### src/rtl/input_cond_pkg.sv
// rtl/input_cond_pkg.sv - shared constants and helpers for the input conditioner
package input_cond_pkg;

    localparam int unsigned TICK_CYCLES_DEF    = 250000;
    localparam int unsigned STABLE_SAMPLES_DEF = 4;

    localparam int unsigned NUM_DIGITS    = 10;
    localparam int unsigned NUM_BTNS      = 5;
    localparam int unsigned NUM_PULSE_BTN = 4;

    localparam logic [3:0] KEY_NONE = 4'hF;

    // Button channel indices; the four pulse buttons come first so they
    // can share one contiguous edge-detect vector.
    localparam int unsigned SET       = 0;
    localparam int unsigned CONFIRM   = 1;
    localparam int unsigned BACKSPACE = 2;
    localparam int unsigned ADMIN_RST = 3;
    localparam int unsigned OPEN      = 4;

    function automatic logic is_onehot10(input logic [NUM_DIGITS-1:0] v);
        logic [3:0] n;
        n = 4'd0;
        for (int i = 0; i < int'(NUM_DIGITS); i++) begin
            n = n + {3'b000, v[i]};
        end
        return n == 4'd1;
    endfunction

    function automatic logic [3:0] encode10(input logic [NUM_DIGITS-1:0] v);
        logic [3:0] c;
        c = KEY_NONE;
        for (int i = 0; i < int'(NUM_DIGITS); i++) begin
            if (v[i]) begin
                c = 4'(i);
            end
        end
        return c;
    endfunction

endpackage

### src/rtl/debounce_channel.sv
// rtl/debounce_channel.sv - 2-FF synchroniser plus tick-sampled stability filter
module debounce_channel
    import input_cond_pkg::*;
#(
    parameter int unsigned STABLE_SAMPLES = STABLE_SAMPLES_DEF
) (
    input  logic clk,
    input  logic rst_n,
    input  logic raw_i,
    input  logic sample_tick_i,
    output logic level_o
);

    localparam logic [3:0] CNT_LAST = 4'(STABLE_SAMPLES - 1);

    logic       sync1_q;
    logic       sync2_q;
    logic [3:0] cnt_q;
    logic [3:0] cnt_d;
    logic       level_q;
    logic       level_d;

    // Bring the asynchronous pin into the clock domain.
    always_ff @(posedge clk or negedge rst_n) begin
        if (!rst_n) begin
            sync1_q <= 1'b0;
            sync2_q <= 1'b0;
        end else begin
            sync1_q <= raw_i;
            sync2_q <= sync1_q;
        end
    end

    // Count consecutive disagreeing ticks; flip the level on the last one.
    always_comb begin
        cnt_d   = cnt_q;
        level_d = level_q;
        if (sample_tick_i) begin
            if (sync2_q != level_q) begin
                if (cnt_q == CNT_LAST) begin
                    level_d = ~level_q;
                    cnt_d   = 4'd0;
                end else begin
                    cnt_d = cnt_q + 4'd1;
                end
            end else begin
                cnt_d = 4'd0;
            end
        end
    end

    // Stability counter and accepted level.
    always_ff @(posedge clk or negedge rst_n) begin
        if (!rst_n) begin
            cnt_q   <= 4'd0;
            level_q <= 1'b0;
        end else begin
            cnt_q   <= cnt_d;
            level_q <= level_d;
        end
    end

    assign level_o = level_q;

endmodule

### src/rtl/input_conditioner.sv
// rtl/input_conditioner.sv - debounced digit/button front end; INPUT_COND_AUTOREPEAT_EN adds backspace auto-repeat
module input_conditioner
    import input_cond_pkg::*;
#(
    parameter int unsigned TICK_CYCLES        = TICK_CYCLES_DEF,
    parameter int unsigned STABLE_SAMPLES     = STABLE_SAMPLES_DEF,
    parameter int unsigned REPEAT_DELAY_TICKS = 200,
    parameter int unsigned REPEAT_RATE_TICKS  = 40
) (
    input  logic                  clk,
    input  logic                  rst_n,
    input  logic [NUM_DIGITS-1:0] nums_raw,
    input  logic                  set_btn_raw,
    input  logic                  confirm_btn_raw,
    input  logic                  backspace_btn_raw,
    input  logic                  admin_rst_btn_raw,
    input  logic                  open_sw_raw,
    output logic [NUM_DIGITS-1:0] nums_level,
    output logic                  key_valid,
    output logic [3:0]            key_code,
    output logic                  multi_key_err,
    output logic                  set_pulse,
    output logic                  confirm_pulse,
    output logic                  backspace_pulse,
    output logic                  admin_rst_pulse,
    output logic                  open_level
);

    localparam int unsigned        PRESC_W    = (TICK_CYCLES > 1) ? $clog2(TICK_CYCLES) : 1;
    localparam logic [PRESC_W-1:0] PRESC_LAST = PRESC_W'(TICK_CYCLES - 1);

    logic [PRESC_W-1:0]       presc_q;
    logic [PRESC_W-1:0]       presc_d;
    logic                     sample_tick;

    logic [NUM_BTNS-1:0]      btn_raw;
    logic [NUM_BTNS-1:0]      btn_lvl;
    logic [NUM_DIGITS-1:0]    nums_lvl;

    logic [NUM_DIGITS-1:0]    nums_prev_q;
    logic [NUM_PULSE_BTN-1:0] btn_prev_q;
    logic [NUM_DIGITS-1:0]    nums_rise;
    logic [NUM_PULSE_BTN-1:0] btn_rise;

    logic                     key_valid_q;
    logic                     key_valid_d;
    logic [3:0]               key_code_q;
    logic [3:0]               key_code_d;
    logic                     multi_err_q;
    logic                     multi_err_d;
    logic [NUM_PULSE_BTN-1:0] pulse_q;
    logic [NUM_PULSE_BTN-1:0] pulse_d;
    logic                     rep_fire;

    // Shared prescaler: one sample_tick per TICK_CYCLES clocks.
    always_comb begin
        sample_tick = (presc_q == PRESC_LAST);
        presc_d     = sample_tick ? '0 : presc_q + PRESC_W'(1);
    end

    // Prescaler register.
    always_ff @(posedge clk or negedge rst_n) begin
        if (!rst_n) begin
            presc_q <= '0;
        end else begin
            presc_q <= presc_d;
        end
    end

    // Gather the button pins into one vector ordered by channel index.
    always_comb begin
        btn_raw            = '0;
        btn_raw[SET]       = set_btn_raw;
        btn_raw[CONFIRM]   = confirm_btn_raw;
        btn_raw[BACKSPACE] = backspace_btn_raw;
        btn_raw[ADMIN_RST] = admin_rst_btn_raw;
        btn_raw[OPEN]      = open_sw_raw;
    end

    for (genvar g = 0; g < NUM_DIGITS; g++) begin : g_digit
        debounce_channel #(
            .STABLE_SAMPLES(STABLE_SAMPLES)
        ) u_db (
            .clk          (clk),
            .rst_n        (rst_n),
            .raw_i        (nums_raw[g]),
            .sample_tick_i(sample_tick),
            .level_o      (nums_lvl[g])
        );
    end

    for (genvar g = 0; g < NUM_BTNS; g++) begin : g_btn
        debounce_channel #(
            .STABLE_SAMPLES(STABLE_SAMPLES)
        ) u_db (
            .clk          (clk),
            .rst_n        (rst_n),
            .raw_i        (btn_raw[g]),
            .sample_tick_i(sample_tick),
            .level_o      (btn_lvl[g])
        );
    end

`ifdef INPUT_COND_AUTOREPEAT_EN
    localparam int unsigned    REP_MAX    = (REPEAT_DELAY_TICKS > REPEAT_RATE_TICKS) ?
                                            REPEAT_DELAY_TICKS : REPEAT_RATE_TICKS;
    localparam int unsigned    REP_W      = $clog2(REP_MAX + 1);
    localparam logic [REP_W-1:0] DELAY_LAST = REP_W'(REPEAT_DELAY_TICKS - 1);
    localparam logic [REP_W-1:0] RATE_LAST  = REP_W'(REPEAT_RATE_TICKS - 1);

    logic [REP_W-1:0] rep_cnt_q;
    logic [REP_W-1:0] rep_cnt_d;
    logic             rep_armed_q;
    logic             rep_armed_d;

    // Count held ticks: first repeat after the delay, then one per rate period.
    always_comb begin
        rep_cnt_d   = rep_cnt_q;
        rep_armed_d = rep_armed_q;
        rep_fire    = 1'b0;
        if (!btn_lvl[BACKSPACE]) begin
            rep_cnt_d   = '0;
            rep_armed_d = 1'b0;
        end else if (sample_tick) begin
            if (rep_cnt_q == (rep_armed_q ? RATE_LAST : DELAY_LAST)) begin
                rep_fire    = 1'b1;
                rep_cnt_d   = '0;
                rep_armed_d = 1'b1;
            end else begin
                rep_cnt_d = rep_cnt_q + REP_W'(1);
            end
        end
    end

    // Auto-repeat counter state.
    always_ff @(posedge clk or negedge rst_n) begin
        if (!rst_n) begin
            rep_cnt_q   <= '0;
            rep_armed_q <= 1'b0;
        end else begin
            rep_cnt_q   <= rep_cnt_d;
            rep_armed_q <= rep_armed_d;
        end
    end
`else
    assign rep_fire = 1'b0;
`endif

    // Edge detection, one-hot validation and digit encoding.
    always_comb begin
        nums_rise   = nums_lvl & ~nums_prev_q;
        btn_rise    = btn_lvl[NUM_PULSE_BTN-1:0] & ~btn_prev_q;
        key_valid_d = (|nums_rise) & is_onehot10(nums_lvl);
        multi_err_d = (|nums_rise) & ~is_onehot10(nums_lvl);
        key_code_d  = key_valid_d ? encode10(nums_lvl) : KEY_NONE;
        pulse_d     = btn_rise;
        pulse_d[BACKSPACE] = btn_rise[BACKSPACE] | rep_fire;
    end

    // Previous-level and registered event outputs.
    always_ff @(posedge clk or negedge rst_n) begin
        if (!rst_n) begin
            nums_prev_q <= '0;
            btn_prev_q  <= '0;
            key_valid_q <= 1'b0;
            key_code_q  <= KEY_NONE;
            multi_err_q <= 1'b0;
            pulse_q     <= '0;
        end else begin
            nums_prev_q <= nums_lvl;
            btn_prev_q  <= btn_lvl[NUM_PULSE_BTN-1:0];
            key_valid_q <= key_valid_d;
            key_code_q  <= key_code_d;
            multi_err_q <= multi_err_d;
            pulse_q     <= pulse_d;
        end
    end

    assign nums_level      = nums_lvl;
    assign open_level      = btn_lvl[OPEN];
    assign key_valid       = key_valid_q;
    assign key_code        = key_code_q;
    assign multi_key_err   = multi_err_q;
    assign set_pulse       = pulse_q[SET];
    assign confirm_pulse   = pulse_q[CONFIRM];
    assign backspace_pulse = pulse_q[BACKSPACE];
    assign admin_rst_pulse = pulse_q[ADMIN_RST];

endmodule

### config.mk
export PLATFORM = sky130hd
export DESIGN_NAME = input_conditioner
export DESIGN_NICKNAME = d
export VERILOG_FILES = /design/src/rtl/input_cond_pkg.sv /design/src/rtl/debounce_channel.sv /design/src/rtl/input_conditioner.sv
export SDC_FILE = /design/constraint.sdc
export NUM_CORES = 1
export LEC_CHECK = 0
export CAP_MARGIN = 10
export CORE_MARGIN = 10
export CORE_UTILIZATION = 63
export DETAILED_ROUTE_END_ITERATION = 6
export GPL_ROUTABILITY_DRIVEN = 1
export GPL_TIMING_DRIVEN = 0
export PLACE_DENSITY = 0.88
export SYNTH_ARGS = -nofsm -noshare
export SYNTH_HDL_FRONTEND = slang
export SYNTH_HIERARCHICAL = 1
export SYNTH_SLANG_ARGS = --single-unit
### constraint.sdc
create_clock -name clk -period 7.15 [get_ports clk]
set_input_delay 1.43 -clock clk [delete_from_list [all_inputs] [get_ports clk]]
set_output_delay 1.43 -clock clk [all_outputs]
set_load 0.01 [all_outputs]
==> qor.yml <==
status: "complete, no violations"
antennaDiodeCount: 0
cts_setup_buffers: 0
ys_async_sr_fraction: 1.000
synth-compound-area-share: 0.1311
syn_area_um2: 6927
critPathLaunchType: "flip-flop"
clock_sink_count: 147
antenna_found_initial: 0
worst-setup-path-type: "flip-flop to flip-flop"
finalMaxSlewViolations: 0
ys_ff_latch: 147
placed_cell_area_um2: 7607
via_count: 4482
cp.required_ns: 7.58
setup_viol: 0
synth_fa_ha_area_frac: 0.05347
ios: 38
syn2layout_area_growth_pct: 18.14
hpwlAfterDp_um: 8675
endpoint_kind: "flip-flop"
synth_mux_area_frac: 0.02439
final_nets: 661
worstPathArrival_ns: 4.50
syn_nets: 599
dieArea_um2: 15590
grt_overflow: 0
max_slew_margin: 0.4636
dieHeight_um: 124.9
yosysWarnings: 6
drcViolationCount: 0
fin_crit_sh: 0.5685
clkLatencyLatePin_ns: 0.52
tritoncts: "yes"
die_w_um: 124.9
synth_top_area_frac: 0.5166
worstReg2RegEnd: "key_code[2]"
wl_per_cell_um: 16.75
drtAntennaViolNets: 0
dr.pass1.iters: 4
rows: 38
finalHoldViolations: 0
grt_pass1_wl_um: 22400
period_minus_slack_ns: 4.065
synth_area_per_cell_um2: 12.46
max_cap_violations: 0
cts_hold_buf: 0
cts_resized: 0
grt_max_degree: 91
leakage_nw: 3.621
synth_top_family_by_area: "simple AND/OR/NAND/NOR gates"
worst_hold_path_type: "flip-flop to flip-flop"
finalWeightedCongestion: 0.7859
drt-initial-drc-count: 346
ir_drop_mv: 0.1925
post-route-util: 0.7582
tns_ns: 0
synth_edf_count: 0
netlist_instances: 556
power_density_nw_per_um2: 213.5
clkSlewWorstSetupHoldPaths_ns: 0.06
whs_path_depth: 0
start_util: 0.6418
io_buffers: 37
core_area_um2: 10790
wl_um: 12910
clockBufferDepth: 2
r2r_start: "g_digit[3].u_db/level_o"
layout-drive-gt1-share: 0.2139
r2r.worst_path.cells: 12
numCtsBuffers: 17
rsz0062_at_grt: "no"
h-tree-depth: 4
grt_pass1_vias: 4722
synthFlopType: "dfrtp_1"
critPathMaxFanout: 10
synth_xor_area_frac: 0.06936
yosysTopAreaCell: "dfrtp_1"
min_from: "g_digit[1].u_db/sync1_q"
synth-simple-area-share: 0.1712
final_area_um2: 8183
ys_seq_area_frac: 0.5318
skew_ns: 0.005872
grt_use_total: 0.1710
hold_end: "g_digit[1].u_db/sync2_q"
synth_area_leaders: "dfrtp_1 (52%), o31ai_2 (5.4%), ha_1 (3.6%), xor2_2 (3.5%), xnor2_1 (2.8%)"
cts_root_buffer: "clkbuf_8"
vias_per_cell: 5.813
fmax_ghz: 0.2460
reg2reg_slack_ns: 3.09
ys_types: 49
worstMarginPinSlew_ns: 0.8046
==> flip-flops by register name, summed over array words and instances, names as in the netlist <==
name	count
g_digit.u_db/level_o	10
g_digit.u_db/cnt_q	40
g_digit.u_db/sync2_q	10
multi_key_err	1
key_valid	1
btn_prev_q	4
g_btn.u_db/level_o	5
g_btn.u_db/sync1_q	5
pulse_q	4
key_code	4
presc_q	18
g_btn.u_db/cnt_q	20
g_digit.u_db/sync1_q	10
g_btn.u_db/sync2_q	5
nums_prev_q	10
==> how the worst max path moves through the flow <==
stage | slack (ns) | startpoint | end
6_report | 3.09 | g_digit[3].u_db/level_o | key_code[2]
5_1_grt | 2.68 | g_digit[3].u_db/level_o | key_code[2]
4_1_cts | 3.08 | g_digit[7].u_db/level_o | key_code[2]
3_5_place_dp | 3.09 | g_digit[7].u_db/level_o | key_code[2]
3_3_place_gp | -0.88 | rst_n | g_btn[1].u_db/sync1_q
2_1_floorplan | 2.26 | presc_q[9] | g_btn[0].u_db/cnt_q[2]
==> layout by cell type (no fill, tap or decap), types with 5 or more instances in the layout <==
| cell type | n |
|---|---|
| a31oi_1 | 17 |
| clkbuf_1 | 5 |
| clkbuf_16 | 16 |
| clkdlybuf4s50_1 | 36 |
| dfrtp_1 | 143 |
| fa_1 | 6 |
| ha_1 | 20 |
| inv_1 | 30 |
| mux2_1 | 15 |
| nand2_1 | 24 |
| nand2_2 | 15 |
| nand2b_1 | 7 |
| nand3_1 | 33 |
| nand3b_1 | 16 |
| nand4_1 | 6 |
| nor2_1 | 11 |
| nor2b_1 | 20 |
| nor3b_2 | 15 |
| o21ai_0 | 34 |
| o2bb2ai_1 | 15 |
| o31ai_2 | 30 |
| or2b_2 | 15 |
| xnor2_1 | 22 |
| xor2_1 | 5 |
| xor2_2 | 15 |
==> cells by family (layout without fill, tap and decap cells) <==
logic type / Yosys count / in the layout
AOI/OAI and AO/OA: 111 / 111
adders and majority gates: 26 / 26
and+or+nand+nor: 182 / 182
buffers and inverters: 33 / 108
DFF: 147 / 147
muxes: 15 / 15
xor gates and xnor gates: 42 / 42
==> through the flow <==
stage                     cells  hold WS, ns  setup slack [ns]  power, mW
after floorplan             556       0.3312             2.258     0.8710
after global placement      733       0.3324           -0.8781     0.8977
after detailed placement    739       0.3371             3.089     0.9011
after CTS                   771       0.3509             3.078      1.762
after global routing        771       0.3527             2.681      1.801
final                       771       0.3467             3.085      1.747
==> report_power, final <==
group,switching [mW],internal [mW],total (mW)
sequential,0.00712,0.841,0.848
clock,0.324,0.538,0.862
combinational,0.0223,0.0146,0.0369
==> routing by layer <==
layer	wire [µm]	global-route usage
met1	5566	0.2050
met2	6646	0.2863
met4	201	0.06707
met3	496	0.04681
met5	0	0
==> area by class of cell <==
cell class                      instances  area, µm²
Clock buffer                           22      442.9
Sequential cell                       147       3684
Tap cell                              140      175.2
Clock inverter                         10      132.6
Timing Repair Buffer                   43      499.2
Multi-Input combinational cell        376       3120
Buffer                                  3      16.27
Inverter                               30      112.6
Fill cell                             641       2610
==> worst max-delay path: stages, from the launching register on <==
cell       delay, ns
dfrtp_1         0.61
fa_1            0.52
fa_1            0.51
inv_1           0.06
fa_1            0.44
inv_1           0.08
ha_1            0.16
inv_1           0.06
fa_1            0.37
a2111oi_0       0.54
o211ai_1        0.17
a31oi_1         0.34
o31ai_1         0.13
==> synth_stat cells, drive strengths merged (2+ instances only) <==
cell	count
or3	2
buf	2
or4	2
nand3	33
dfstp	4
xor2	20
inv	30
o2111a	2
nand4	7
o31ai	33
fa	6
nand2b	7
nor3	5
and2	2
nand2	39
or2b	15
mux2	15
a21oi	3
o21ai	34
nor3b	15
dfrtp	143
o2bb2ai	15
nand3b	16
a31oi	17
ha	20
and4	3
nor2b	20
nor2	11
and3	2
xnor2	22
Note: power is estimated with default switching activity, not from simulation.
==> RTL change: new RTL, config.mk and constraints unchanged <==
Register the input `backspace_btn_raw` before use, without a reset. The logic sees it one clock later. The other inputs are not delayed to match.
--- a/src/rtl/input_conditioner.sv
+++ b/src/rtl/input_conditioner.sv
@@ -28,6 +28,12 @@
 
     localparam int unsigned        PRESC_W    = (TICK_CYCLES > 1) ? $clog2(TICK_CYCLES) : 1;
     localparam logic [PRESC_W-1:0] PRESC_LAST = PRESC_W'(TICK_CYCLES - 1);
+
+    logic backspace_btn_raw_q;
+
+    always_ff @(posedge clk) begin
+        backspace_btn_raw_q <= backspace_btn_raw;
+    end
 
     logic [PRESC_W-1:0]       presc_q;
     logic [PRESC_W-1:0]       presc_d;
@@ -72,7 +78,7 @@
         btn_raw            = '0;
         btn_raw[SET]       = set_btn_raw;
         btn_raw[CONFIRM]   = confirm_btn_raw;
-        btn_raw[BACKSPACE] = backspace_btn_raw;
+        btn_raw[BACKSPACE] = backspace_btn_raw_q;
         btn_raw[ADMIN_RST] = admin_rst_btn_raw;
         btn_raw[OPEN]      = open_sw_raw;
     end
Check against the original RTL: same outputs for any inputs over 10 cycles, from zero or initial values and one cycle with rst_n low; that may be too few to reach the edited logic, so the function may still have changed.
==> RTL change against the original RTL <==
Routed wire length increased by 3.4%; total power increased by 3.0%; sequential cell count increased by 1; final area increased by 0.60%; count of clock-buffer cells in the layout decreased by 1; first-iteration DRC count increased by 10%; core utilization increased by 0.12 points; critical path type unchanged; clock power increased by 5.5%; synthesized area increased by 0.29%; highest routed layer unchanged; synthesized cell count increased by 0.18%; maximum frequency decreased by 7.3%; setup slack got worse by 320 ps.
==> RTL change: results (changes against the original RTL) <==
The run finished with clean final reports. The number of placed cells counting well taps is 739 (unchanged). The post-synth net total is 600 (+0.17%).

Counting instances in the post-synthesis netlist gives the leading cell types as 143 x sky130_fd_sc_hd__dfrtp_1, 34 x sky130_fd_sc_hd__o21ai_0, 33 x sky130_fd_sc_hd__nand3_1. The share of flip-flops with an asynchronous set or reset came out at 0.993 (-0.00676). The actual slew at the worst max-slew pin is 1110 ps (+308 ps).

The static leakage came out at 0.00364 uW (+0.41%). The cell count after synthesis came out at 557 (+0.18%). The worst ir drop on vdd came to 0.212 mV (+10%). The number of global-route vias before repair came out at 4804 (+1.7%). The proportion of layout cells with a drive suffix above 1 came out at 0.219 (+0.00475). The clock latency of the later-clocked register in the worst-skew pair came out at 520 ps (about the same). In the final layout, the registers with the most flip-flops are g_digit.u_db/cnt_q (40), g_btn.u_db/cnt_q (20), presc_q (18). The total routing resource utilization after global routing is 0.175 (+0.00358). The average wire length per cell after detail routing came out at 17.3 um (+3.4%).

The placed wire-length estimate after detailed placement came to 8720 um (+0.47%). The largest individual stage delay along the critical path comes from the cell sky130_fd_sc_hd__a2111oi_0. The number of distinct library cells after synthesis came out at 50 (+2.0%). The total CTS buffers is 17 (unchanged). The clock transition at the register clock pins on the worst setup and hold paths after CTS came to 60 ps (about the same). The maximum clock insertion buffer count came out at 2 (unchanged). The maximum net fanout on the critical path is 10 (unchanged). The share of synthesized area occupied by flip-flops and latches came out at 0.533 (+0.00135).

The total number of vias came out at 4472 (-0.22%). The number of DRC markers after the initial detailed-route iteration came out at 382 (+10%). The count of warnings emitted by yosys is 6 (unchanged). The tightest min-delay check is of the flip-flop to flip-flop type. The number of diodes came to 0 (unchanged). Ranked by total cell area, the synthesized netlist is headed by sky130_fd_sc_hd__dfrtp_1 52%, sky130_fd_sc_hd__o31ai_2 5.4%, sky130_fd_sc_hd__ha_1 3.6%, sky130_fd_sc_hd__xor2_2 3.5%, sky130_fd_sc_hd__xnor2_1 2.8%. The first-pass iteration count of the detailed router is 4 (unchanged).

The largest incremental delay on the critical path was 660 ps (+50 ps). The reported net switching power is 369 uW (+4.5%). The global placer's final weighted congestion is 0.767 (-2.4%). The residual DRC count came out at 0 (unchanged). The worst clock skew on the final layout was 7.95 ps (+2.08 ps). The largest delay contributor family on the critical path is adder cells. The CTS H-tree depth was 4 (unchanged). The largest net degree at the start of global routing is 83 (-8.8%). The mean number of vias per cell is 5.80 (-0.22%). The critical path data arrival time came to 4810 ps (+310 ps). The first-pass GRT wire length came out at 22900 um (+2.2%). The post-cts gate resize count is 0 (unchanged).

The number of antenna violations at the first check in global routing came to 0 (unchanged). The number of port buffers came out at 37 (unchanged).
[RTL change: cell count changes after synthesis, sizes merged]
cell / before / now
dfxtp: 0 / 1
[RTL change: area by class of cell]
cell class,instances,area [um^2]
Buffer,3,16.3
Clock buffer,21,469
Clock inverter,11,150
Fill cell,670,2610
Inverter,30,113
Multi-Input combinational cell,376,3120
Sequential cell,148,3700
Tap cell,140,175
Timing Repair Buffer,42,484
[RTL change: path summary, 6_finish.rpt]
path | depth (start not counted) | slack, ps | end | start
min | 0 | 340 | g_btn[2].u_db/sync1_q | backspace_btn_raw_q
max | 12 | 2770 | key_code[1] | g_digit[3].u_db/level_o
max reg2reg | 12 | 2770 | key_code[1] | g_digit[3].u_db/level_o
max in group asynchronous | 2 | 5470 | nums_prev_q[6] | rst_n
min reg2reg | 0 | 340 | g_btn[2].u_db/sync1_q | backspace_btn_raw_q
min in group asynchronous | 1 | 890 | g_digit[2].u_db/cnt_q[0] | rst_n
[RTL change: cell families after synthesis]
logic type      synth area share
simple gates               0.171
flops                      0.533
mux                       0.0243
fa+ha+maj                 0.0533
buf+inv                   0.0186
compound gates             0.131
xor+xnor                  0.0692
[RTL change: power groups by stage]
stage          clock network, uW  logic [uW]  registers, uW
2_1_floorplan                  0        9.26            868
3_3_place_gp                   0        34.9            869
3_5_place_dp                   0        37.4            869
4_1_cts                      927        37.8            854
5_1_grt                      959        41.0            855
6_report                     909        36.2            854
[RTL change: per-layer routing]
layer / track usage / share of wire / vias up
li1: - / - / 2107
met4: 0.0752 / 0.025 / 0
met1: 0.204 / 0.43 / 2257
met3: 0.0473 / 0.032 / 28
met2: 0.296 / 0.52 / 80
met5: 0 / 0 / -
[RTL change: worst reg2reg max path, stage by stage, from the launching register on]
cell and delay [ps]:
sky130_fd_sc_hd__dfrtp_1 600, sky130_fd_sc_hd__fa_1 570, sky130_fd_sc_hd__fa_1 590, sky130_fd_sc_hd__inv_1 80, sky130_fd_sc_hd__fa_1 430, sky130_fd_sc_hd__inv_1 70
sky130_fd_sc_hd__ha_1 170, sky130_fd_sc_hd__inv_1 60, sky130_fd_sc_hd__fa_1 370, sky130_fd_sc_hd__a2111oi_0 660, sky130_fd_sc_hd__o211ai_1 190, sky130_fd_sc_hd__a31oi_1 360
sky130_fd_sc_hd__o31ai_1 140
[RTL change: through the flow]
step / setup WS [ps] / instance area [um^2]
floorplan: 2260 / 6950
global placement: -944 / 7490
detailed placement: 2990 / 7610
CTS: 2770 / 8230
global route: 2420 / 8230
finish: 2770 / 8230
